==> src/rtl/smaesh_word_bridge_pkg.sv <==
// Shared constants for the SMAESH word bridge: opcodes, header layout, FSM encoding.
package smaesh_word_bridge_pkg;

  localparam logic [1:0] OP_ENCRYPT = 2'd0;
  localparam logic [1:0] OP_RESEED  = 2'd1;

  localparam int HDR_OP_LSB    = 0;
  localparam int HDR_OP_W      = 2;
  localparam int HDR_REUSE_BIT = 2;

  localparam int WORD_W     = 32;
  localparam int BLOCK_W    = 128;
  localparam int SEED_W     = 80;
  localparam int SEED_WORDS = 3;

  typedef enum logic [2:0] {
    ST_HDR,
    ST_LD_PT,
    ST_LD_KEY,
    ST_LD_SEED,
    ST_ISSUE,
    ST_ISSUE_SEED
  } state_t;

endpackage

==> src/rtl/smaesh_word_bridge_if.sv <==
// Host word streams and masked-core block handshakes of the SMAESH word bridge.
interface smaesh_word_bridge_if #(parameter int d = 2);
  import smaesh_word_bridge_pkg::*;

  logic                   in_word_valid;
  logic                   in_word_ready;
  logic [WORD_W-1:0]      in_word;
  logic                   out_word_valid;
  logic                   out_word_ready;
  logic [WORD_W-1:0]      out_word;
  logic                   core_in_valid;
  logic                   core_in_ready;
  logic [BLOCK_W*d-1:0]   core_plaintext;
  logic [BLOCK_W*d-1:0]   core_key;
  logic                   core_seed_valid;
  logic                   core_seed_ready;
  logic [SEED_W-1:0]      core_seed;
  logic                   core_ct_valid;
  logic                   core_ct_ready;
  logic [BLOCK_W*d-1:0]   core_ct;
  logic                   err;

  modport master (
    input  in_word_valid, in_word, out_word_ready, core_in_ready, core_seed_ready,
    input  core_ct_valid, core_ct,
    output in_word_ready, out_word_valid, out_word, core_in_valid, core_plaintext,
    output core_key, core_seed_valid, core_seed, core_ct_ready, err
  );

  modport slave (
    output in_word_valid, in_word, out_word_ready, core_in_ready, core_seed_ready,
    output core_ct_valid, core_ct,
    input  in_word_ready, out_word_valid, out_word, core_in_valid, core_plaintext,
    input  core_key, core_seed_valid, core_seed, core_ct_ready, err
  );

endinterface

==> src/rtl/smaesh_word_ser.sv <==
// One-block ciphertext buffer that streams the captured block out as words, word 0 first.
module smaesh_word_ser #(
  parameter int N_WORDS = 8,
  parameter int WORD_W  = 32
) (
  input  logic                      clk,
  input  logic                      rst,
  input  logic                      in_valid,
  output logic                      in_ready,
  input  logic [N_WORDS*WORD_W-1:0] in_data,
  output logic                      out_valid,
  input  logic                      out_ready,
  output logic [WORD_W-1:0]         out_data
);

  localparam int IW = $clog2(N_WORDS);
  localparam logic [IW-1:0] LAST = IW'(N_WORDS - 1);

  logic                      full_q;
  logic [IW-1:0]             idx_q;
  logic [N_WORDS*WORD_W-1:0] buf_q;

  // ready comes from the registered flag, so a drained buffer shows one empty cycle before refilling
  assign in_ready  = ~full_q;
  assign out_valid = full_q & ~rst;
  assign out_data  = buf_q[WORD_W*idx_q +: WORD_W];

  always_ff @(posedge clk) begin
    if (rst) begin
      full_q <= 1'b0;
      idx_q  <= '0;
    end else if (!full_q) begin
      if (in_valid) begin
        full_q <= 1'b1;
        idx_q  <= '0;
      end
    end else if (out_ready) begin
      if (idx_q == LAST) begin
        full_q <= 1'b0;
        idx_q  <= '0;
      end else begin
        idx_q <= idx_q + IW'(1);
      end
    end
  end

  always_ff @(posedge clk) begin
    if (in_valid && !full_q) buf_q <= in_data;
  end

endmodule

==> src/rtl/smaesh_word_bridge.sv <==
// Word-stream front end for a masked AES core: loads plaintext/key/seed, serialises ciphertext.
// Build option SMAESH_KEY_CACHE_EN: encrypt headers with reuse_key set skip the key load.
module smaesh_word_bridge
  import smaesh_word_bridge_pkg::*;
#(
  parameter int d = 2
) (
  input  logic                 clk,
  input  logic                 rst,
  smaesh_word_bridge_if.master bus
);

  localparam int N_WORDS = 4 * d;
  localparam int CW      = $clog2(N_WORDS);
  localparam int BW      = BLOCK_W * d;
  localparam logic [CW-1:0] LAST_WORD = CW'(N_WORDS - 1);
  localparam logic [CW-1:0] SEED_LAST = CW'(SEED_WORDS - 1);

  state_t            state_q, state_d;
  logic [CW-1:0]     cnt_q;
  logic [BW-1:0]     pt_q, key_q;
  logic [SEED_W-1:0] seed_q;
  logic              err_q;
  logic              loading, in_fire, last_word;
  logic [1:0]        hdr_op;
`ifdef SMAESH_KEY_CACHE_EN
  logic              reuse_q;
`endif

  assign hdr_op    = bus.in_word[HDR_OP_LSB +: HDR_OP_W];
  assign loading   = state_q inside {ST_HDR, ST_LD_PT, ST_LD_KEY, ST_LD_SEED};
  assign in_fire   = bus.in_word_valid & bus.in_word_ready;
  assign last_word = (cnt_q == LAST_WORD);

  assign bus.in_word_ready   = ~rst & loading;
  assign bus.core_in_valid   = ~rst & (state_q == ST_ISSUE);
  assign bus.core_seed_valid = ~rst & (state_q == ST_ISSUE_SEED);
  assign bus.core_plaintext  = pt_q;
  assign bus.core_key        = key_q;
  assign bus.core_seed       = seed_q;
  assign bus.err             = ~rst & err_q;

  always_comb begin
    state_d = state_q;
    case (state_q)
      ST_HDR: begin
        if (in_fire) begin
          if (hdr_op == OP_ENCRYPT)     state_d = ST_LD_PT;
          else if (hdr_op == OP_RESEED) state_d = ST_LD_SEED;
        end
      end
      ST_LD_PT: begin
        if (in_fire && last_word) begin
`ifdef SMAESH_KEY_CACHE_EN
          state_d = reuse_q ? ST_ISSUE : ST_LD_KEY;
`else
          state_d = ST_LD_KEY;
`endif
        end
      end
      ST_LD_KEY:     if (in_fire && last_word) state_d = ST_ISSUE;
      ST_LD_SEED:    if (in_fire && (cnt_q == SEED_LAST)) state_d = ST_ISSUE_SEED;
      ST_ISSUE:      if (bus.core_in_ready) state_d = ST_HDR;
      ST_ISSUE_SEED: if (bus.core_seed_ready) state_d = ST_HDR;
      default:       state_d = ST_HDR;
    endcase
  end

  // an invalid header leaves the FSM in HDR, so the counter only advances in load states
  always_ff @(posedge clk) begin
    if (rst) begin
      state_q <= ST_HDR;
      cnt_q   <= '0;
      err_q   <= 1'b0;
    end else begin
      state_q <= state_d;
      err_q   <= in_fire && (state_q == ST_HDR) &&
                 (hdr_op != OP_ENCRYPT) && (hdr_op != OP_RESEED);
      if (state_d != state_q)                    cnt_q <= '0;
      else if (in_fire && (state_q != ST_HDR)) cnt_q <= cnt_q + CW'(1);
    end
  end

  always_ff @(posedge clk) begin
    if (in_fire) begin
      case (state_q)
`ifdef SMAESH_KEY_CACHE_EN
        ST_HDR:     reuse_q <= bus.in_word[HDR_REUSE_BIT];
`endif
        ST_LD_PT:   pt_q[WORD_W*cnt_q +: WORD_W]  <= bus.in_word;
        ST_LD_KEY:  key_q[WORD_W*cnt_q +: WORD_W] <= bus.in_word;
        ST_LD_SEED: begin
          if (cnt_q == CW'(0))      seed_q[31:0]  <= bus.in_word;
          else if (cnt_q == CW'(1)) seed_q[63:32] <= bus.in_word;
          else                      seed_q[79:64] <= bus.in_word[15:0];
        end
        default: ;
      endcase
    end
  end

  smaesh_word_ser #(
    .N_WORDS (N_WORDS),
    .WORD_W  (WORD_W)
  ) u_ser (
    .clk       (clk),
    .rst       (rst),
    .in_valid  (bus.core_ct_valid),
    .in_ready  (bus.core_ct_ready),
    .in_data   (bus.core_ct),
    .out_valid (bus.out_word_valid),
    .out_ready (bus.out_word_ready),
    .out_data  (bus.out_word)
  );

endmodule

==> src/flat_wrapper.sv <==
// flat-port wrapper written by rule: the top's interface ports become plain ports
module smaesh_word_bridge_flat import smaesh_word_bridge_pkg::*;
#(
  parameter int d = 2
)
  (clk, rst, bus_in_word_valid, bus_in_word, bus_out_word_ready, bus_core_in_ready, bus_core_seed_ready, bus_core_ct_valid, bus_core_ct, bus_in_word_ready, bus_out_word_valid, bus_out_word, bus_core_in_valid, bus_core_plaintext, bus_core_key, bus_core_seed_valid, bus_core_seed, bus_core_ct_ready, bus_err);
  smaesh_word_bridge_if #(.d(d)) bus_i ();
  input  logic clk;
  input  logic rst;
  input wire logic [$bits(bus_i.in_word_valid)-1:0] bus_in_word_valid;
  input wire logic [$bits(bus_i.in_word)-1:0] bus_in_word;
  input wire logic [$bits(bus_i.out_word_ready)-1:0] bus_out_word_ready;
  input wire logic [$bits(bus_i.core_in_ready)-1:0] bus_core_in_ready;
  input wire logic [$bits(bus_i.core_seed_ready)-1:0] bus_core_seed_ready;
  input wire logic [$bits(bus_i.core_ct_valid)-1:0] bus_core_ct_valid;
  input wire logic [$bits(bus_i.core_ct)-1:0] bus_core_ct;
  output wire logic [$bits(bus_i.in_word_ready)-1:0] bus_in_word_ready;
  output wire logic [$bits(bus_i.out_word_valid)-1:0] bus_out_word_valid;
  output wire logic [$bits(bus_i.out_word)-1:0] bus_out_word;
  output wire logic [$bits(bus_i.core_in_valid)-1:0] bus_core_in_valid;
  output wire logic [$bits(bus_i.core_plaintext)-1:0] bus_core_plaintext;
  output wire logic [$bits(bus_i.core_key)-1:0] bus_core_key;
  output wire logic [$bits(bus_i.core_seed_valid)-1:0] bus_core_seed_valid;
  output wire logic [$bits(bus_i.core_seed)-1:0] bus_core_seed;
  output wire logic [$bits(bus_i.core_ct_ready)-1:0] bus_core_ct_ready;
  output wire logic [$bits(bus_i.err)-1:0] bus_err;
  assign bus_i.in_word_valid = bus_in_word_valid;
  assign bus_i.in_word = bus_in_word;
  assign bus_i.out_word_ready = bus_out_word_ready;
  assign bus_i.core_in_ready = bus_core_in_ready;
  assign bus_i.core_seed_ready = bus_core_seed_ready;
  assign bus_i.core_ct_valid = bus_core_ct_valid;
  assign bus_i.core_ct = bus_core_ct;
  assign bus_in_word_ready = bus_i.in_word_ready;
  assign bus_out_word_valid = bus_i.out_word_valid;
  assign bus_out_word = bus_i.out_word;
  assign bus_core_in_valid = bus_i.core_in_valid;
  assign bus_core_plaintext = bus_i.core_plaintext;
  assign bus_core_key = bus_i.core_key;
  assign bus_core_seed_valid = bus_i.core_seed_valid;
  assign bus_core_seed = bus_i.core_seed;
  assign bus_core_ct_ready = bus_i.core_ct_ready;
  assign bus_err = bus_i.err;
  smaesh_word_bridge #(.d(d)) u_core (.clk(clk), .rst(rst), .bus(bus_i));
endmodule
==> config.mk <==
export PLATFORM = sky130hd
export DESIGN_NAME = smaesh_word_bridge_flat
export DESIGN_NICKNAME = d
export VERILOG_FILES = /design/src/rtl/smaesh_word_bridge_pkg.sv /design/src/rtl/smaesh_word_bridge_if.sv /design/src/rtl/smaesh_word_ser.sv /design/src/rtl/smaesh_word_bridge.sv /design/src/flat_wrapper.sv
export SDC_FILE = /design/constraint.sdc
export NUM_CORES = 1
export LEC_CHECK = 0
export BUFFER_PORTS_ARGS = -buffer_cell sky130_fd_sc_hd__buf_2
export CORE_MARGIN = 5
export CORE_UTILIZATION = 24
export DETAILED_ROUTE_END_ITERATION = 16
export MAX_ROUTING_LAYER = met4
export PLACE_DENSITY = 0.41
export SKIP_CTS_REPAIR_TIMING = 1
export SLEW_MARGIN = 0
export SYNTH_ARGS = -nofsm -noshare
export SYNTH_HDL_FRONTEND = slang
export SYNTH_SLANG_ARGS = --single-unit
==> constraint.sdc <==
create_clock -name clk -period 17.5 [get_ports clk]
set_input_delay 2.625 -clock clk [delete_from_list [all_inputs] [get_ports clk]]
set_output_delay 2.625 -clock clk [all_outputs]
set_load 0.03 [all_outputs]
==> metrics.log <==
[metrics] Slew HR: 17.8%
[metrics] total iterations of the first detailed-routing run: 5
[metrics] final critical path time including I/O delays and setup: ~6.5 ns
[metrics] Critical Path Source Type: input pin
[metrics] Power per Cell Area: 112 nW/µm²
[metrics] Layout Nets: 2685
[metrics] number of enable-type register cells in the synthesized netlist: about 850
[metrics] Synth-to-Final Area Change: 32.9%
[metrics] clk slew on worst S/H paths: approximately 0.060 ns
[metrics] YS warnings: 0
[metrics] pin count of the biggest net entering global routing: 187
[metrics] Worst R2R Setup Slack: 13.38 ns
[metrics] Post-DRT Antenna Nets: 0
[metrics] share of flip-flops with an asynchronous set or reset: 0%
[metrics] final number of setup-violating endpoints: 0
[metrics] total routing resource utilization after global routing: 17.5%
[metrics] number of vias in the routed layout: 17300
[metrics] placeable core region: 124000 µm²
[metrics] number of antenna violations at the first check in global routing: 42
[metrics] fmax: 153 MHz
[metrics] clock network latency to the later pin of the worst-skew pair: 0.70 ns
[metrics] total congestion overflow: 0
[metrics] worst slack at placement: 11.00 ns
[metrics] post-synthesis area per instance: 21.7 µm²
[metrics] average wire length per cell after detail routing: approximately 28 µm
[metrics] Primary FF master, synth: sky130_fd_sc_hd__edfxtp_1
[metrics] Sinks on Clock Net: 859
[metrics] actual transition at the worst max-transition pin: 1.23 ns
[metrics] detailed-route wire length: 116000 µm
[metrics] Std-Cell Rows: 129
[metrics] setup TNS after final layout: 0 ns
[metrics] Die X: roughly 360 µm
[metrics] required time reported for the critical path endpoint: roughly 15 ns
[metrics] starting utilization of the core area: 24.2%
[metrics] post-synthesis instance total: 1380
[metrics] startpoint-to-endpoint class of the critical path: in2out
[metrics] fraction of layout instances using a drive strength above 1: 49.8%
[metrics] Critical Path End Type: output pin
[metrics] count of routing violations after the opening detailed-route iteration: 1759
[metrics] net count after synthesis: 1683
[metrics] count of different cell masters after synthesis: 47
[metrics] first-pass GRT wire length: 154000 µm
[metrics] number of cells on the worst hold path: 2
[metrics] number of H-tree branching levels: 3
[metrics] final clock skew: 0.0320 ns
[metrics] final worst setup slack: 10.96 ns
[metrics] Hold/Removal Path Class: reg2reg
[metrics] DIE AREA: roughly 130000 µm²
[metrics] remaining routing DRC violations: 0
[metrics] overall power: 0.00447 W
[metrics] number of cells on the worst reg-to-reg path: 8
[metrics] ratio of final minimum period to clock period: between 30% and 40%
[metrics] I/O Buffers: approximately 900
[metrics] average via count per standard cell: 4.19
[metrics] number of global-route vias before repair: 18500
[metrics] Non-Filler Instances: 4125
[metrics] run status: finished, final reports clean
[metrics] fin. max-slew vios: 0
[metrics] worst IR drop on VDD: 0.0773 mV
[metrics] count of maximum capacitance violations: 0
[metrics] CTS buffer count: between 90 and 100
[metrics] TritonCTS clock tree: yes
[metrics] unrepaired setup endpoints after global routing: false
[metrics] Die Span Y: 364 µm
[metrics] proportion of synthesized chip area in sequential cells: about 86%
[metrics] critical path fanouts, max: 13
[metrics] Mapped Area: around 30000 µm²
[metrics] total placed cells including tap cells: a little under 4000
[metrics] routability-driven placement congestion ratio: 0.849
[metrics] ports placed on the boundary: 925
[metrics] crit path DAT: around 3.9 ns
[metrics] clock tree root buffer cell: sky130_fd_sc_hd__clkbuf_16
[metrics] flip-flop and latch count after synthesis: approximately 860
[metrics] final number of hold-violating endpoints: 0
[metrics] total half-perimeter wirelength after legalization and detailed placement: around 86000 µm
[metrics] Lkg Pwr: 14.2 nW
[metrics] Clock Tree Buf Depth: 3
## worst max-delay path, stage by stage
cell and delay [ns]:
sky130_fd_sc_hd__buf_2 0.20, sky130_fd_sc_hd__nor2_1 0.58, sky130_fd_sc_hd__and3_1 0.29, sky130_fd_sc_hd__buf_2 0.21
## cell usage after synthesis (all sizes together), types with 2 or more instances
library cell,number,area (µm²)
ha,8,100
and2,172,1080
edfxtp,848,25500
nor2b,5,31.3
clkbuf,21,78.8
nand3b,3,35.0
mux2,32,360
nor3,17,106
or2,2,12.5
nand2,19,73.8
buf,29,189
mux4,64,1440
a21oi,3,15.0
inv,8,30.0
nor2,66,258
dfxtp,11,220
mux2i,4,40.0
nand3,3,20.0
and3,35,219
nor3b,7,52.6
o21ai,2,10.0
a32oi,4,35.0
nor4,2,12.5
## flip-flops by register name, summed over array words and instances (netlist names)
name,cells
u_core.u_ser.idx_q,3
u_core.bus.core_plaintext,256
u_core.u_ser.buf_q,256
u_core.state_q,3
u_core.bus.core_seed,80
u_core.bus.core_key,256
u_core.u_ser.full_q,1
u_core.err_q,1
u_core.cnt_q,3
## cell usage in the layout (no fill, tap or decap), types with 3 or more instances in the layout
cell type	synthesis	final
sky130_fd_sc_hd__mux2i_1	4	4
sky130_fd_sc_hd__bufinv_16	0	6
sky130_fd_sc_hd__mux2_2	32	32
sky130_fd_sc_hd__nor3_1	14	5
sky130_fd_sc_hd__and3_1	35	35
sky130_fd_sc_hd__clkbuf_1	21	19
sky130_fd_sc_hd__dfxtp_1	11	8
sky130_fd_sc_hd__inv_6	0	4
sky130_fd_sc_hd__ha_1	8	8
sky130_fd_sc_hd__a32oi_1	4	4
sky130_fd_sc_hd__nor3_4	1	3
sky130_fd_sc_hd__inv_1	7	7
sky130_fd_sc_hd__nand2_1	18	18
sky130_fd_sc_hd__buf_4	0	30
sky130_fd_sc_hd__clkbuf_16	0	95
sky130_fd_sc_hd__clkinv_2	0	19
sky130_fd_sc_hd__a21oi_1	3	3
sky130_fd_sc_hd__buf_2	16	924
sky130_fd_sc_hd__nor3_2	2	9
sky130_fd_sc_hd__clkinvlp_4	0	4
sky130_fd_sc_hd__clkinv_16	0	3
sky130_fd_sc_hd__nor2_1	62	61
sky130_fd_sc_hd__clkinv_1	0	15
sky130_fd_sc_hd__nor2_2	4	4
sky130_fd_sc_hd__mux4_2	64	64
sky130_fd_sc_hd__edfxtp_1	848	848
sky130_fd_sc_hd__nor2b_1	5	3
sky130_fd_sc_hd__nor3b_2	0	7
sky130_fd_sc_hd__and2_1	172	171
sky130_fd_sc_hd__diode_2	0	32
## logic make-up after synthesis
kind of cell               count (synthesis)  synth area share, %
AOI/OAI and AO/OA                         17                0.430
buffers and inverters                     58                0.993
adders and majority gates                  8                0.334
muxes                                    100                 6.14
xor gates and xnor gates                   1               0.0292
DFF                                      859                 85.6
and+or+nand+nor                          337                 6.47
## cell type report
cell class                 instances  area, µm²
timing repair buffer             955       4870
multi-input combinational        463       4140
clock buffer                     114       2450
sequential                       859      25700
antenna                           32       80.1
tap                             1637       2050
inverter                           8       30.0
clock inverter                    57        563
fill                           12100      84100
## per-stage QoR
step	area (µm²)	hold slack [ns]	util, %
final	39900	0.606	32.2
after global routing	39900	0.641	32.2
after CTS	39800	0.600	32.1
after detailed placement	36800	0.596	29.7
after global placement	36800	0.587	29.7
after floorplan	30000	0.536	-
## report_power, final
part           switching, W  total (W)  internal (W)  leakage [nW]
clock              0.000845    0.00194       0.00110          1.47
sequential        0.0000132    0.00231       0.00230          7.64
combinational      0.000144   0.000215     0.0000714          5.07
total               0.00100    0.00447       0.00347          14.2
## final timing paths
kind / startpoint / end
worst max-delay path: rst / bus_core_seed_valid
worst min-delay path: u_core.cnt_q[1]$_SDFFE_PP0P_ / u_core.cnt_q[1]$_SDFFE_PP0P_
worst min register to register: u_core.cnt_q[1]$_SDFFE_PP0P_ / u_core.cnt_q[1]$_SDFFE_PP0P_
worst max register to register: u_core.cnt_q[0]$_SDFFE_PP0P_ / u_core.bus.core_key[190]$_DFFE_PP_
## metal layers
metal | GRT usage (%) | part of all wire (%) | up-vias
li1 | - | - | 7490
met1 | 19.8 | 38 | 8732
met2 | 28.7 | 49 | 909
met3 | 6.51 | 9.9 | 162
met4 | 5.67 | 3.4 | 0
met5 | - | 0 | -
No activity file was read; power rests on OpenSTA's default activity.
